## src/rtl/axis_rr_merge_16x2.sv

```systemverilog
// Packet-granular round-robin merge of two AXI-Stream lanes into one registered output.
// A lane keeps the grant from the arbitration cycle until its tlast beat is accepted.
`timescale 1ns/1ps
module axis_rr_merge_16x2 #(
  parameter int unsigned DATA_W = 16,
  parameter int unsigned CNT_W  = 16
) (
  input  logic              aclk,
  input  logic              areset,
  input  logic              en,
  input  logic [DATA_W-1:0] s_axis_a_tdata,
  input  logic              s_axis_a_tvalid,
  output logic              s_axis_a_tready,
  input  logic              s_axis_a_tlast,
  input  logic [DATA_W-1:0] s_axis_b_tdata,
  input  logic              s_axis_b_tvalid,
  output logic              s_axis_b_tready,
  input  logic              s_axis_b_tlast,
  output logic [DATA_W-1:0] m_axis_tdata,
  output logic              m_axis_tvalid,
  input  logic              m_axis_tready,
  output logic              m_axis_tlast,
  output logic              m_axis_tid,
  output logic              busy,
  output logic [CNT_W-1:0]  pkt_cnt_a,
  output logic [CNT_W-1:0]  pkt_cnt_b
);

  typedef enum logic [1:0] {
    IDLE   = 2'd0,
    LOCK_A = 2'd1,
    LOCK_B = 2'd2
  } state_t;

  state_t state;
  state_t state_nxt;
  logic   last_grant;      // 0 = A, 1 = B
  logic   last_grant_nxt;
  logic   load;
  logic   acc_a;
  logic   acc_b;

  // Arbitration, per-lane ready and packet-end detection
  always_comb begin
    state_nxt       = state;
    last_grant_nxt  = last_grant;
    load            = !m_axis_tvalid || m_axis_tready;
    s_axis_a_tready = 1'b0;
    s_axis_b_tready = 1'b0;
    acc_a           = 1'b0;
    acc_b           = 1'b0;
    case (state)
      IDLE: begin
        if (en) begin
          if (s_axis_a_tvalid && (!s_axis_b_tvalid || last_grant)) begin
            state_nxt      = LOCK_A;
            last_grant_nxt = 1'b0;
          end else if (s_axis_b_tvalid) begin
            state_nxt      = LOCK_B;
            last_grant_nxt = 1'b1;
          end
        end
      end
      LOCK_A: begin
        s_axis_a_tready = load;
        acc_a           = s_axis_a_tvalid && load;
        if (acc_a && s_axis_a_tlast) state_nxt = IDLE;
      end
      LOCK_B: begin
        s_axis_b_tready = load;
        acc_b           = s_axis_b_tvalid && load;
        if (acc_b && s_axis_b_tlast) state_nxt = IDLE;
      end
      default: state_nxt = IDLE;
    endcase
  end

  always_ff @(posedge aclk) begin
    if (areset) begin
      state      <= IDLE;
      last_grant <= 1'b1;
    end else begin
      state      <= state_nxt;
      last_grant <= last_grant_nxt;
    end
  end

  // Single output register; holds while the sink stalls
  always_ff @(posedge aclk) begin
    if (areset) begin
      m_axis_tvalid <= 1'b0;
      m_axis_tdata  <= '0;
      m_axis_tlast  <= 1'b0;
      m_axis_tid    <= 1'b0;
    end else if (load) begin
      if (acc_a) begin
        m_axis_tvalid <= 1'b1;
        m_axis_tdata  <= s_axis_a_tdata;
        m_axis_tlast  <= s_axis_a_tlast;
        m_axis_tid    <= 1'b0;
      end else if (acc_b) begin
        m_axis_tvalid <= 1'b1;
        m_axis_tdata  <= s_axis_b_tdata;
        m_axis_tlast  <= s_axis_b_tlast;
        m_axis_tid    <= 1'b1;
      end else begin
        m_axis_tvalid <= 1'b0;
      end
    end
  end

  // Wrap-around packet counters
  always_ff @(posedge aclk) begin
    if (areset) begin
      pkt_cnt_a <= '0;
      pkt_cnt_b <= '0;
    end else begin
      if (acc_a && s_axis_a_tlast) pkt_cnt_a <= pkt_cnt_a + CNT_W'(1);
      if (acc_b && s_axis_b_tlast) pkt_cnt_b <= pkt_cnt_b + CNT_W'(1);
    end
  end

  assign busy = (state != IDLE) || m_axis_tvalid;

endmodule
```

## config.mk

```make
export PLATFORM = sky130hd
export DESIGN_NAME = axis_rr_merge_16x2
export DESIGN_NICKNAME = d
export VERILOG_FILES = /design/src/rtl/axis_rr_merge_16x2.sv
export SDC_FILE = /design/constraint.sdc
export NUM_CORES = 1
export LEC_CHECK = 0
export ABC_AREA = 1
export CORE_ASPECT_RATIO = 1.25
export CORE_MARGIN = 1
export CORE_UTILIZATION = 49
export DETAILED_ROUTE_END_ITERATION = 6
export PLACE_DENSITY = 0.91
export SLEW_MARGIN = 20
export SYNTH_ARGS = -nofsm -noshare
export SYNTH_HDL_FRONTEND = slang
export SYNTH_SLANG_ARGS = --single-unit
```

## constraint.sdc

```tcl
create_clock -name aclk -period 3 [get_ports aclk]
set_input_delay 0.6 -clock aclk [delete_from_list [all_inputs] [get_ports aclk]]
set_output_delay 0.6 -clock aclk [all_outputs]
set_load 0.01 [all_outputs]
```

==> results of run 1 <==
==> power groups by stage <==
stage / registers [uW] / logic, uW / clock network [uW]
3_3_place_gp: 771 / 224 / 0
3_5_place_dp: 771 / 231 / 0
5_1_grt: 758 / 253 / 514
4_1_cts: 755 / 233 / 489
2_1_floorplan: 778 / 104 / 0
6_report: 756 / 232 / 487
==> layer usage <==
metal	vias up	GRT usage [%]
met4	0	12.8
met3	21	6.86
li1	1493	-
met1	1369	24.2
met5	-	0
met2	91	46.5
==> per-stage QoR <==
stage	area (um2)	util [%]	cells	hold WS, ns
2_1_floorplan	2780	-	418	0.428
3_3_place_gp	3750	68.9	568	0.436
3_5_place_dp	3750	68.9	568	0.458
4_1_cts	3860	70.9	576	0.474
5_1_grt	3860	70.9	576	0.522
6_report	3860	70.9	576	0.475
==> area by class of cell <==
cell class                      count  share of cell area [%]
Clock buffer                        5                    1.78
Clock inverter                      3                    1.04
Inverter                           49                    4.96
Multi-Input combinational cell    306                    37.6
Sequential cell                    54                    28.0
Tap cell                           64                    2.08
Timing Repair Buffer               95                    24.5
==> tightest hold or removal path: cells and delay by family, from the launching register on <==
family	cells	cell delay, ns
simple gates	1	0.06
flops	1	0.33
compound gates	1	0.05
==> Yosys cell counts (2+ instances only) <==
master / n
nor3_1: 9
nand2_4: 3
nor2_4: 5
xnor2_1: 3
nand4_1: 8
inv_1: 42
clkbuf_1: 4
nand3_1: 17
nor2_1: 60
and3_1: 4
dfxtp_1: 54
nor2_2: 21
nand2_2: 2
o21ai_0: 12
ha_1: 2
nand2_1: 123
inv_2: 5
buf_6: 3
o21ai_1: 11
a21oi_1: 20
==> sequential cells by signal, indices dropped and copies added, names as in the netlist <==
register,count
last_grant,1
m_axis_tdata,16
m_axis_tid,1
m_axis_tlast,1
m_axis_tvalid,1
pkt_cnt_a,16
pkt_cnt_b,16
state,2
==> cells by family (layout without fill, tap and decap cells) <==
logic type                 after synthesis  after routing
DFF                                     54             54
AOI/OAI and AO/OA                       45             45
and+or+nand+nor                        255            255
adders and majority gates                2              2
buffers and inverters                   58            152
xor gates and xnor gates                 4              4
==> cells in the final DEF (no fill, tap or decap), drive strengths merged <==
master,instances
bufinv,1
xnor2,3
ha,2
a21oi,20
clkbuf,5
buf,2
nor3b,1
o21a,1
clkinv,2
nor2,86
nand4,8
nand2,128
o211ai,1
nand3,19
o21ai,23
and3,4
xor2,1
inv,49
nor3,9
clkdlybuf4s50,93
dfxtp,54
==> worst paths after layout <==
kind	startpoint	end	slack, ns	cells past startpoint
min	m_axis_tid	m_axis_tid	0.47	2
max reg2reg	m_axis_tvalid	m_axis_tid	1.44	8
max	m_axis_tready	s_axis_a_tready	0.35	6
min reg2reg	m_axis_tid	m_axis_tid	0.47	2
==> metrics.cfg, run 1 <==
[floorplanning]
core_mm2=0.00544
die_x_um=69.4
rows=30
die_y_um=86.2
initial_core_util_pct=51.1
ios=94
die_area_mm2=0.00598

[routing]
wl_met2_um=3830
maxUsedRoutingLayer=met4
first_pass_iters=4
wl_met1_um=2710
post_drt_wl_per_cell_um=12.5
vias_per_cell=5.16
wl_um=7210
wl_met3_um=468
ant_nets=0
drtIter0Drc=157
drc=0
num_vias=2974

[critical_path]
slowest_stage=clkdlybuf4s50_1
required_ns=2.40
crit_chain=clkdlybuf4s50_1, inv_1, nand2_4, inv_2, nor2_4, clkdlybuf4s50_1
critPathLaunchType=input pin
worst-path-max-fanout=5
crit_top_cell=clkdlybuf4s50_1
cpLargestDelayFamily=buffers and inverters
slowest_delay_ns=0.55
worst_ep_arrival_time_ns=2.05
critical_path_class=input pin to output port
critPathBufInv=4
crit_path_end_kind=output port

[power_and_ir_drop]
clkPwrFrac_pct=33.0
pwr-share-comb_pct=15.7
sw_frac_of_total_pct=24.9
finalPower_uw=1470
leakage_uw=0.00158
ir_worst_vdd_uv=267
seqPwrFrac_pct=51.3
p_per_area_mw_per_mm2=382
intPower_uw=1110
p_sw_uw=367

[global_route]
grt_max_degree=21
grt_pass1_vias=2926
grt_antenna_before_repair=0
overflow=0
track_usage_pct=24.6
grt_pass1_wl_um=12000

[finish]
layout-area-overhead-vs-synth_pct=38.7
num-fill-cells=441
final_nets=553
multiInputGateArea_mm2=0.00145
drive_gt1_share_pct=9.77
ff_latch_area_mm2=0.00108
antenna_cells=0

[worst_hold_path]
hp-class=flip-flop to flip-flop

[synthesis]
synthTopCellsByArea=dfxtp_1 39%, nand2_1 17%, nor2_1 8.1%, inv_1 5.7%, nor2_2 4.7%
synth_top_family_by_area=simple AND/OR/NAND/NOR gates
postSynthCellCount=418
synth_xor_area_share_pct=1.26
synthMuxAreaShare_pct=0
ys_types=30
async_reset_ff_share_pct=0
synth_adder_area_share_pct=0.900
yosys.area.top_type=dfxtp_1
synth_ff_type=dfxtp_1
synth_top_area_share_pct=38.9
synth_edf_count=0
mappedNetlistArea_mm2=0.00278
avgSynthCellArea_um2=6.65
synthSimpleGateAreaFrac_pct=41.7
synth_seq_cells=54
syn_nets=460
yosysWarnings=0
ys_seq_area_share_pct=38.9
synth_compound_area_share_pct=8.28

[cts]
cts_sinks=54
htree_num_levels=2
post-cts-setup-buffers=0
cts_tree=yes
clk_pin_slew_worst_paths_ns=0.09
clockRootBuffer=clkbuf_8
postCtsHoldBufs=0
numCtsBuffers=5
cts_max_path_buffers=2
ctsResizeCount=0
clk_latency_ns=0.32

[status]
outcome=finished, final reports clean

[sta]
setup_ws_ns=0.353
rsz0062_at_grt=false
hold_viol_final=0
relSlewSlack_pct=64.5
fmax_mhz=378
drv_slew=0
worst_pin_slew_ns=0.532
final.setup.tns_ns=0
setup_viol_count_final=0
period_minus_slack_ns=2.65
period_share_pct=88.2
fin_worst_skew_ns=0.00601

[place]
portBuffers=93
dp_hpwl_um=5410
place.gp.congestion=0.809
place_ws_ns=0.358

[run]
maxCapViolations=0

Power figures use the tool's default switching activity.
==> run 2, diff against run 1 <==
Settings changed: ABC_CLOCK_PERIOD_IN_PS set to 3000, CORE_UTILIZATION 49 to 45, PLACE_DENSITY 0.91 to 0.77.
==> run 2 against run 1 <==
Net effect:
- critical path depth did not move
- critical path type unchanged
- count of clock-buffer cells in the layout up 1
- combinational power barely moved
- cell count increased by 3.1%
- sequential power about the same
- highest routed layer unchanged
==> metrics.cfg, run 2 (same netlist as run 1, synthesis figures left out) <==
[critical_path]
required_ns=2.40
crit_end=s_axis_a_tready
crit_path_end_kind=output port
r2r_slack_ns=1.42
critPathLaunchType=input pin
reg2reg_from=m_axis_tvalid
worst_ep_arrival_time_ns=1.99
r2r-end=m_axis_tid
reg2reg_depth=8
worst-path-max-fanout=5
critical_path_class=input pin to output port
crit_start=m_axis_tready

[global_route]
grt_antenna_before_repair=0
track_usage_pct=21.8
use_met1_pct=25.2
grt_max_degree=23
met2_usage_pct=37.3
grt_pass1_vias=2652
grt_pass1_wl_um=11600
overflow=0
grt.busiest_layer=met2
met3_usage_pct=7.29

[sta]
relSlewSlack_pct=74.9
drv_slew=0
rsz0062_at_grt=false
fin_worst_skew_ns=0.00777
fmax_mhz=386
worst_pin_slew_ns=0.376
setup_ws_ns=0.408
setup_viol_count_final=0
hold_viol_final=0
period_share_pct=86.4
final.setup.tns_ns=0
holdWs_ns=0.475
period_minus_slack_ns=2.59

[cts]
postCtsHoldBufs=0
post-cts-setup-buffers=0
clk_latency_ns=0.31
cts_sinks=54
cts_max_path_buffers=2
cts_tree=yes
clockRootBuffer=clkbuf_8
numCtsBuffers=5
htree_num_levels=2
ctsResizeCount=0
clk_pin_slew_worst_paths_ns=0.10

[floorplanning]
die_area_mm2=0.00650
die_x_um=72.3
core_mm2=0.00590
initial_core_util_pct=47.2
rows=31
ios=94
die_y_um=89.9

[finish]
top_regs=m_axis_tdata x16, pkt_cnt_a x16, pkt_cnt_b x16
drive_gt1_share_pct=9.77
post-route-util_pct=66.4
layout_commonest_cell=nand2_1
mostFrequentLayoutCells=123 x nand2_1, 93 x clkdlybuf4s50_1, 60 x nor2_1
ff_latch_area_mm2=0.00108
layout-area-overhead-vs-synth_pct=40.8
multiInputGateArea_mm2=0.00145
finalNonFillerCells=594
num-fill-cells=551
antenna_cells=0
final_nets=553

[routing]
drtIter0Drc=80
post_drt_wl_per_cell_um=11.4
num_vias=2814
ant_nets=0
first_pass_iters=7
drc=0
vias_per_cell=4.74
wl_um=6780

[place]
portBuffers=93
place.gp.congestion=0.836
post-place-cells=586
place_ws_ns=0.394
dp_hpwl_um=4970

[status]
outcome=finished, final reports clean

[power_and_ir_drop]
p_per_area_mw_per_mm2=405
ir_worst_vdd_uv=256
leakage_uw=0.00159

[worst_hold_path]
hp-class=flip-flop to flip-flop

[run]
maxCapViolations=0

run 2: where the power goes:
| part | switching, uW | internal, uW |
|---|---|---|
| logic | 109 | 121 |
| clock network | 245 | 356 |
| registers | 14.4 | 740 |
run 2: worst min-delay path by stage:
stage / start / end / slack, ns / depth (start not counted)
2_1_floorplan: last_grant / last_grant / 0.43 / 2
3_3_place_gp: last_grant / last_grant / 0.44 / 2
3_5_place_dp: last_grant / last_grant / 0.45 / 2
4_1_cts: last_grant / last_grant / 0.48 / 2
5_1_grt: last_grant / last_grant / 0.50 / 2
6_report: last_grant / last_grant / 0.48 / 2
run 2: through the flow:
step / cell area [um2] / power [uW]
2_1_floorplan: 2780 / 883
3_5_place_dp: 3770 / 1000
6_report: 3920 / 1580
4_1_cts: 3920 / 1590
5_1_grt: 3920 / 1640
3_3_place_gp: 3770 / 998
run 2: routing by layer:
metal	wire [um]	share of wire (%)	vias up
met5	0	0	-
met2	3370	50	74
met3	459	6.8	13
met1	2840	42	1239
met4	108	1.6	0
li1	-	-	1488
run 2: cell type report:
cell class              instances  area share, %
multi-input cells             306           37.1
well taps                      82           2.62
repair buffers                 95           24.2
flip-flops and latches         54           27.6
clock inverters                 2           1.53
inverters                      49           4.89
clock buffers                   6           2.11
run 2: critical path, stage by stage:
cell and delay, ns:
clkdlybuf4s50_1 0.47, inv_1 0.06, nand2_4 0.09, inv_2 0.07
nor2_4 0.11, clkdlybuf4s50_1 0.58
